$ cat src/rtl/ks_pkg.sv
// Shared definitions for the Kogge-Stone adder: operand width, a compile-time
// log2 helper and the generate/propagate pair carried through the prefix tree.
package ks_pkg;

    localparam int KS_WIDTH = 8;

    // Ceiling log2; the result is the number of prefix levels.
    function automatic int clog2(input int value);
        int result;
        int v;
        result = 0;
        v = value - 1;
        while (v > 0) begin
            result = result + 1;
            v = v >> 1;
        end
        return result;
    endfunction

    typedef struct packed {
        logic g;
        logic p;
    } gp_t;

endpackage

$ cat src/rtl/ks_gp_cell.sv
// Black cell of the prefix tree: merges a higher-order (g,p) span with the
// adjacent lower-order span into one combined span.
module ks_gp_cell
    import ks_pkg::*;
(
    input  gp_t gp_hi,
    input  gp_t gp_lo,
    output gp_t gp_out
);

    assign gp_out.g = gp_hi.g | (gp_hi.p & gp_lo.g);
    assign gp_out.p = gp_hi.p & gp_lo.p;

endmodule

$ cat src/rtl/kogge_stone_8.sv
// 8-bit Kogge-Stone adder: combinational prefix core computing a+b+ci,
// followed by a single output register holding {co,s}.
module kogge_stone_8
    import ks_pkg::*;
#(
    parameter int WIDTH = KS_WIDTH
) (
    input  logic             clk,
    input  logic             rst_n,
    input  logic [WIDTH-1:0] a,
    input  logic [WIDTH-1:0] b,
    input  logic             ci,
    output logic [WIDTH-1:0] s,
    output logic             co
);

    localparam int LEVELS = clog2(WIDTH);

    logic [WIDTH-1:0] g;
    logic [WIDTH-1:0] p;
    logic [WIDTH:0]   c;
    logic [WIDTH-1:0] sum;

    // lvl[k] holds the (G,P) spans after k prefix levels.
    gp_t [WIDTH-1:0] lvl [LEVELS+1];

    assign g = a & b;
    assign p = a ^ b;

    // Carry-in enters as the generate term of position -1, folded into bit 0.
    assign lvl[0][0].g = g[0] | (p[0] & ci);
    assign lvl[0][0].p = p[0];

    genvar i, k;
    generate
        for (i = 1; i < WIDTH; i++) begin : g_pre
            assign lvl[0][i].g = g[i];
            assign lvl[0][i].p = p[i];
        end

        for (k = 0; k < LEVELS; k++) begin : g_level
            localparam int D = 1 << k;
            for (i = 0; i < WIDTH; i++) begin : g_bit
                if (i >= D) begin : g_cell
                    ks_gp_cell u_cell (
                        .gp_hi (lvl[k][i]),
                        .gp_lo (lvl[k][i-D]),
                        .gp_out(lvl[k+1][i])
                    );
                end else begin : g_buf
                    assign lvl[k+1][i] = lvl[k][i];
                end
            end
        end

        assign c[0] = ci;
        for (i = 1; i <= WIDTH; i++) begin : g_carry
            assign c[i] = lvl[LEVELS][i-1].g;
        end
    endgenerate

    assign sum = p ^ c[WIDTH-1:0];

    always_ff @(posedge clk or negedge rst_n) begin
        if (!rst_n) begin
            s  <= '0;
            co <= 1'b0;
        end else begin
            s  <= sum;
            co <= c[WIDTH];
        end
    end

endmodule

$ cat config.mk
export PLATFORM = sky130hd
export DESIGN_NAME = kogge_stone_8
export DESIGN_NICKNAME = d
export VERILOG_FILES = /design/src/rtl/ks_pkg.sv /design/src/rtl/ks_gp_cell.sv /design/src/rtl/kogge_stone_8.sv
export SDC_FILE = /design/constraint.sdc
export NUM_CORES = 1
export LEC_CHECK = 0
export BUFFER_PORTS_ARGS = -buffer_cell sky130_fd_sc_hd__clkbuf_2
export CAP_MARGIN = 20
export CORE_MARGIN = 5
export CORE_UTILIZATION = 41
export DETAILED_ROUTE_END_ITERATION = 8
export PLACE_DENSITY = 0.77
export SKIP_CTS_REPAIR_TIMING = 1
export SLEW_MARGIN = 20
export SYNTH_ARGS = -nofsm -noshare
export SYNTH_HDL_FRONTEND = slang
export SYNTH_HIERARCHICAL = 1
export SYNTH_SLANG_ARGS = --single-unit
$ cat constraint.sdc
create_clock -name clk -period 0.8 [get_ports clk]
set_input_delay 0.16 -clock clk [delete_from_list [all_inputs] [get_ports clk]]
set_output_delay 0.16 -clock clk [all_outputs]
set_load 0.005 [all_outputs]
==> results.yml, run 1 <==
status:
  status: "complete, but fails checks"
  violations: "negative setup slack"
drt:
  wirelength_mm: 1.22
  drt_iter0_markers: 5
  firstDrtPassIters: 3
  final_antenna_net_count: 0
  routed_via_density: 4.70
  drc_errors: 0
  vias: 508
  wl_per_cell_um: 11.3
die:
  start_util_pct: 44.7
  die_area_um2: 2320
  std_cell_rows: 13
  die_h_um: 48.2
  die_w_um: 48.2
  ioPinCount: 28
  core_area_um2: 1330
clock_tree:
  cts_max_level: 1
  cts.sinks: 9
  clk_path_buf_depth: 2
  clk_pin_slew_worst_paths_ns: 0.06
  cts_tree: "built"
  numCtsBuffers: 3
  root_buffer: "clkbuf_4"
worst_hold_path:
  min_to: "s[0]$_DFF_PN0_"
  whs_path_depth: 2
  min_from: "a[0]"
  min_path_type: "in2reg"
worst_setup_path:
  worstSetupPathType: "in2reg"
  endpoint_kind: "flop"
  setup.worst_path.start: "a[0]"
  crit_fanout: 4
  arrival_ns: 1.20
  crit_top_cell: "a21o_1"
  crit_slowest_cell: "fa_2"
  crit_path_max_incr_delay_ns: 0.41
  required_ns: 0.94
  worstPathCellList: "buf_6 -> fa_2 -> a21o_1 -> a21o_1 -> xor2_1"
  cp-start-kind: "input pin"
cells_and_area:
  fin_util_pct: 72.0
  finalNetCount: 121
  synthToLayoutAreaGrowth_pct: 60.8
  drive_above_1_share_pct: 61.3
  final_cells: 108
  finish.instance_area_um2: 960
  antenna_cells: 0
logic_synthesis:
  syn_area_um2: 597
  syn_area_per_cell_um2: 11.7
  netlist_instances: 51
  ys_warn_count: 6
  synth_nets: 78
power_and_ir_drop:
  vdd_drop_max_mv: 0.712
  p_per_area_nw_per_um2: 1540
  leakage_nw: 0.557
  design_power_total_w: 0.00147
placement:
  hpwl_mm: 1.09
  port_buffers: 27
  dp.cells: 102
  dpl_cell_area_um2: 900
  gp_congestion: 0.694
sta:
  finalCritPeriodShare_pct: 133
  worstMarginPinSlew_ns: 0.204
  max_freq_mhz: 941
  fin_crit_ns: 1.06
  slew_headroom_pct: 86.4
  hold_viol: 0
  rsz0062_at_grt: "true"
  fin_ws_ns: -0.263
  setup_violations: 16
  maxSlewViolCount: 0
grt:
  groute.usage.overall_pct: 12.3
  gr-total-overflow: 0
  grt_max_degree: 10
  grt_pass1_vias: 503
  grt_pass1_wl_mm: 2.01
  antenna_found_initial: 0
job:
  maxCapViolCount: 0
worst max path at each step:
stage	endpoint	slack, ns	cells past startpoint
2_1_floorplan	co$_DFF_PN0_	-0.39	4
3_3_place_gp	co$_DFF_PN0_	-0.52	5
3_5_place_dp	co$_DFF_PN0_	-0.54	5
4_1_cts	co$_DFF_PN0_	-0.27	5
5_1_grt	s[4]$_DFF_PN0_	-0.31	5
6_report	s[4]$_DFF_PN0_	-0.26	5
routing by layer:
metal  vias to the layer above  share of wire (%)  track usage (%)
li1                        261                  -                -
met2                        17                 52             20.1
met5                         -                  0                0
met4                         0                  0             4.84
met3                         0                9.3             2.95
met1                       230                 39             15.6
report_power, final:
part           switching (W)  internal, W  total (W)
registers          0.0000199     0.000544   0.000564
clock network       0.000139     0.000191   0.000330
logic               0.000230     0.000350   0.000580
cell type report:
class / count / area (um^2)
repair buffers: 38 / 236
multi-input cells: 42 / 453
clock buffers: 4 / 26.3
flip-flops and latches: 9 / 225
well taps: 15 / 18.8
fillers: 104 / 374
metrics by stage:
stage | hold WS, ns | setup TNS [ns] | setup slack [ns]
floorplan | -0.136 | -2.26 | -0.385
detailed placement | 0.0159 | -3.74 | -0.540
global route | 0.186 | -2.79 | -0.308
global placement | 0.0146 | -3.60 | -0.515
finish | 0.200 | -2.22 | -0.263
CTS | -0.260 | -2.36 | -0.269
worst max-delay path: cells and delay by family:
kind,cells,cell delay (ns)
adders and majority gates,1,0.41
AOI/OAI and AO/OA,2,0.38
xor gates and xnor gates,1,0.16
buffers and inverters,1,0.09
registers in the layout, indices dropped and copies added (netlist names):
name	count
s	8
co	1
layout by cell type (no fill, tap or decap), drive strengths merged:
cell	instances
a21o	17
and2	10
buf	12
clkbuf	29
dfrtp	9
dlygate4sd3	1
fa	1
ha	7
xor2	7
Power figures use the tool's default switching activity.
==> run 2, diff against run 1 <==
SKIP_CTS_REPAIR_TIMING = default   (was 1)
==> results.yml, run 2 (synthesis gave the netlist of run 1 again) <==
die:
  start_util_pct: 44.7
  die_w_um: 48.2
  ioPinCount: 28
  core_area_um2: 1330
  die_h_um: 48.2
  std_cell_rows: 13
  die_area_um2: 2320
placement:
  port_buffers: 27
  hpwl_mm: 1.09
  dpl_cell_area_um2: 900
  gp_congestion: 0.694
  dpl_worst_slack_ns: -0.540
power_and_ir_drop:
  p_per_area_nw_per_um2: 1530
  leakage_nw: 0.568
  vdd_drop_max_mv: 0.731
sta:
  finalCritPeriodShare_pct: 133
  max_freq_mhz: 941
  hold_viol: 0
  maxSlewViolCount: 0
  setup_violations: 17
  rsz0062_at_grt: "true"
  worstMarginPinSlew_ns: 0.204
  slew_headroom_pct: 86.4
  fin_crit_ns: 1.06
  fin_ws_ns: -0.263
drt:
  drc_errors: 0
  drt_iter0_markers: 2
  wl_per_cell_um: 11.5
  final_antenna_net_count: 0
  firstDrtPassIters: 3
  wirelength_mm: 1.27
  vias: 521
  routed_via_density: 4.74
clock_tree:
  clk_path_buf_depth: 2
  root_buffer: "clkbuf_4"
  clk_pin_slew_worst_paths_ns: 0.06
  cts_tree: "built"
  cts.sinks: 9
  cts_max_level: 1
  numCtsBuffers: 3
grt:
  antenna_found_initial: 0
  groute.usage.overall_pct: 12.9
  gr-total-overflow: 0
  grt_pass1_vias: 527
  grt_pass1_wl_mm: 2.12
  grt_max_degree: 10
cells_and_area:
  finish.instance_area_um2: 976
  largestRegisters: "s (8), co (1)"
  synthToLayoutAreaGrowth_pct: 63.5
  finalNetCount: 123
  final_common_cell: "clkbuf_2"
  fin_util_pct: 73.2
  layout_common_cells: "25 x clkbuf_2, 17 x a21o_1, 11 x buf_4"
  drive_above_1_share_pct: 62.1
  largest_reg_flops: 8
  antenna_cells: 0
  largest_register: "s"
  fill_cells: 99
worst_setup_path:
  crit_fanout: 4
  cp-start-kind: "input pin"
  arrival_ns: 1.21
  endpoint_kind: "flop"
  required_ns: 0.94
  worstSetupPathType: "in2reg"
worst_hold_path:
  min_path_type: "in2reg"
status:
  violations: "negative setup slack"
  status: "complete, but fails checks"
job:
  maxCapViolCount: 0
==> run 2: cell count changes in the layout (fill, tap and decap cells not counted), sizes merged <==
cell	delta
buf	+2
==> run 2: stage by stage <==
stage                     total power [W]  hold WS (ns)  setup TNS, ns  std cells
after floorplan                  0.000865        -0.136          -2.26         51
after global placement            0.00113        0.0146          -3.60        102
after detailed placement          0.00114        0.0159          -3.74        102
after CTS                         0.00151         0.206          -2.30        109
after global routing              0.00163         0.186          -2.74        110
final                             0.00150         0.201          -2.22        110
==> run 2: critical path: stages <==
cell and delay, ns:
buf_6 0.09, fa_2 0.41, a21o_1 0.21, a21o_1 0.18
xor2_1 0.16
==> run 2: area by class of cell <==
| cell class | count | area (um^2) | share of cell area, % |
|---|---|---|---|
| clock buffer | 4 | 26.3 | 2.69 |
| multi-input combinational | 42 | 454 | 46.5 |
| tap | 15 | 18.8 | 1.92 |
| sequential | 9 | 225 | 23.1 |
| timing repair buffer | 40 | 251 | 25.8 |
==> run 2: layer usage <==
layer	routed length, um	part of all wire [%]	vias up	GRT usage, %
met3	111	8.8	0	2.95
met4	0	0	0	4.84
met1	507	40	237	16.1
met2	646	51	17	21.6
met5	0	0	-	0
li1	-	-	267	-
==> run 2: timing repair <==
action,CTS,global route
endpoints found under the setup margin,16,17
endpoints found under the hold margin,9,0
buffers inserted,2,1
pin swaps,1,2
hold buffers,1,0
resized for setup,2,3
==> run 2: worst paths after layout <==
| path | startpoint | endpoint | slack [ns] | cells after the start |
|---|---|---|---|---|
| hold / removal | a[0] | s[0]$_DFF_PN0_ | 0.20 | 2 |
| max in group asynchronous | rst_n | s[3]$_DFF_PN0_ | 0.32 | 2 |
| setup / recovery | a[0] | s[4]$_DFF_PN0_ | -0.26 | 5 |
| min in group asynchronous | rst_n | s[6]$_DFF_PN0_ | 0.30 | 2 |
==> run 2: power breakdown <==
part / switching, W / leakage, nW / total [W] / internal, W
clock network: 0.000141 / 0.0150 / 0.000332 / 0.000191
logic: 0.000236 / 0.447 / 0.000601 / 0.000365
registers: 0.0000199 / 0.105 / 0.000564 / 0.000544
==> run 3, diff against run 2 <==
CTS_BUF_LIST = sky130_fd_sc_hd__clkbuf_4   (was default)
RECOVER_POWER = 100   (was default)
==> results.yml, run 3 (synthesis gave the netlist of run 1 again) <==
drt:
  wl_per_cell_um: 11.9
  route.met2.wl_um: 674
  wl_met3_um: 107
  firstDrtPassIters: 2
  wirelength_mm: 1.31
  final_antenna_net_count: 0
  routed_via_density: 4.76
  drc_errors: 0
  vias: 524
  drt-met1-wl_um: 516
  drt_iter0_markers: 3
  top_layer: "met4"
sta:
  worstMarginPinSlew_ns: 0.431
  finalSetupTns_ns: -2.24
  fin_crit_ns: 1.05
  max_freq_mhz: 952
  fin_ws_ns: -0.251
  hold_viol: 0
  slew_headroom_pct: 71.3
  setup_violations: 16
  finalCritPeriodShare_pct: 131
  maxSlewViolCount: 0
  rsz0062_at_grt: "true"
worst_hold_path:
  min_to: "s[0]$_DFF_PN0_"
  min_from: "a[0]"
  min_path_type: "in2reg"
  whs_path_depth: 2
cells_and_area:
  largest_register: "s"
  synthToLayoutAreaGrowth_pct: 63.9
  finalNetCount: 123
  drive_above_1_share_pct: 62.1
  largestRegisters: "s (8), co (1)"
  layout_common_cells: "24 x clkbuf_2, 17 x a21o_1, 11 x buf_4"
  largest_reg_flops: 8
  antenna_cells: 0
  finish.instance_area_um2: 978
  final_common_cell: "clkbuf_2"
  fill_cells: 102
clock_tree:
  cts.sinks: 9
  clk_pin_slew_worst_paths_ns: 0.06
  cts_tree: "built"
  cts_max_level: 1
  root_buffer: "clkbuf_4"
  clk_path_buf_depth: 2
  numCtsBuffers: 3
placement:
  hpwl_mm: 1.09
  dpl_worst_slack_ns: -0.540
  dpl_cell_area_um2: 900
  gp_congestion: 0.694
  port_buffers: 27
grt:
  grt_max_degree: 10
  gr-total-overflow: 0
  antenna_found_initial: 0
  grt_pass1_vias: 547
  groute.usage.overall_pct: 13.4
  grt_pass1_wl_mm: 2.19
power_and_ir_drop:
  p_int_w: 0.00113
  switching_power_w: 0.000412
  p_comb_share_pct: 39.0
  vdd_drop_max_mv: 0.675
  leakage_nw: 0.568
  netSwitchingFraction_pct: 26.6
  clkPwrFrac_pct: 24.4
  p_per_area_nw_per_um2: 1580
  seqPwrFrac_pct: 36.6
worst_setup_path:
  crit_top_cell: "a21o_1"
  arrival_ns: 1.20
  crit_slowest_cell: "fa_2"
  worstSetupPathType: "in2reg"
  required_ns: 0.95
  endpoint_kind: "flop"
  cp-start-kind: "input pin"
  critPathTopFamily: "adder cells"
  crit_fanout: 4
  worst-path-buf-inv: 1
  crit_path_max_incr_delay_ns: 0.41
  worstPathCellList: "buf_6 -> fa_2 -> a21o_1 -> a21o_1 -> xor2_1"
status:
  violations: "negative setup slack"
  status: "complete, but fails checks"
job:
  maxCapViolCount: 0
die:
  die_w_um: 48.2
  die_h_um: 48.2
  std_cell_rows: 13
  core_area_um2: 1330
  die_area_um2: 2320
  start_util_pct: 44.7
  ioPinCount: 28
## run 3: layer usage
metal,track usage [%],vias to the layer above
li1,-,268
met1,15.8,235
met2,23.4,19
met3,2.95,2
met4,4.84,0
met5,0,-
## run 3: per-stage QoR
| step | util (%) | hold WS (ns) | total power (W) | std cells |
|---|---|---|---|---|
| floorplan | - | -0.136 | 0.000865 | 51 |
| global placement | 67.4 | 0.0146 | 0.00113 | 102 |
| detailed placement | 67.4 | 0.0159 | 0.00114 | 102 |
| CTS | 72.0 | 0.205 | 0.00154 | 109 |
| global route | 73.4 | 0.183 | 0.00167 | 110 |
| finish | 73.4 | 0.191 | 0.00155 | 110 |
## run 3: how the worst max path moves through the flow
stage / from / to / slack (ns) / depth (start not counted)
floorplan: a[0] / co$_DFF_PN0_ / -0.39 / 4
global placement: a[0] / co$_DFF_PN0_ / -0.52 / 5
detailed placement: a[0] / co$_DFF_PN0_ / -0.54 / 5
CTS: a[0] / co$_DFF_PN0_ / -0.26 / 5
global route: a[2] / s[7]$_DFF_PN0_ / -0.30 / 6
finish: a[0] / s[7]$_DFF_PN0_ / -0.25 / 5
## run 3: final cells by class
class | count | area, um^2 | area share [%]
clock buffers | 4 | 30.0 | 3.07
flip-flops and latches | 9 | 225 | 23.0
well taps | 15 | 18.8 | 1.92
repair buffers | 40 | 250 | 25.6
multi-input cells | 42 | 454 | 46.4
## run 3: repair_timing
action	CTS	global route
setup buffers	2	1
setup endpoints to repair	16	17
gates resized for setup	2	4
hold buffers	1	0
endpoints found under the hold margin	9	0
pin swaps	1	6
## run 3: power by group through the flow
stage          Sequential [W]  Combinational (W)  Clock [W]
2_1_floorplan        0.000590           0.000275          0
3_3_place_gp         0.000574           0.000557          0
3_5_place_dp         0.000574           0.000570          0
4_1_cts              0.000565           0.000598   0.000381
5_1_grt              0.000578           0.000684   0.000407
6_report             0.000565           0.000604   0.000378
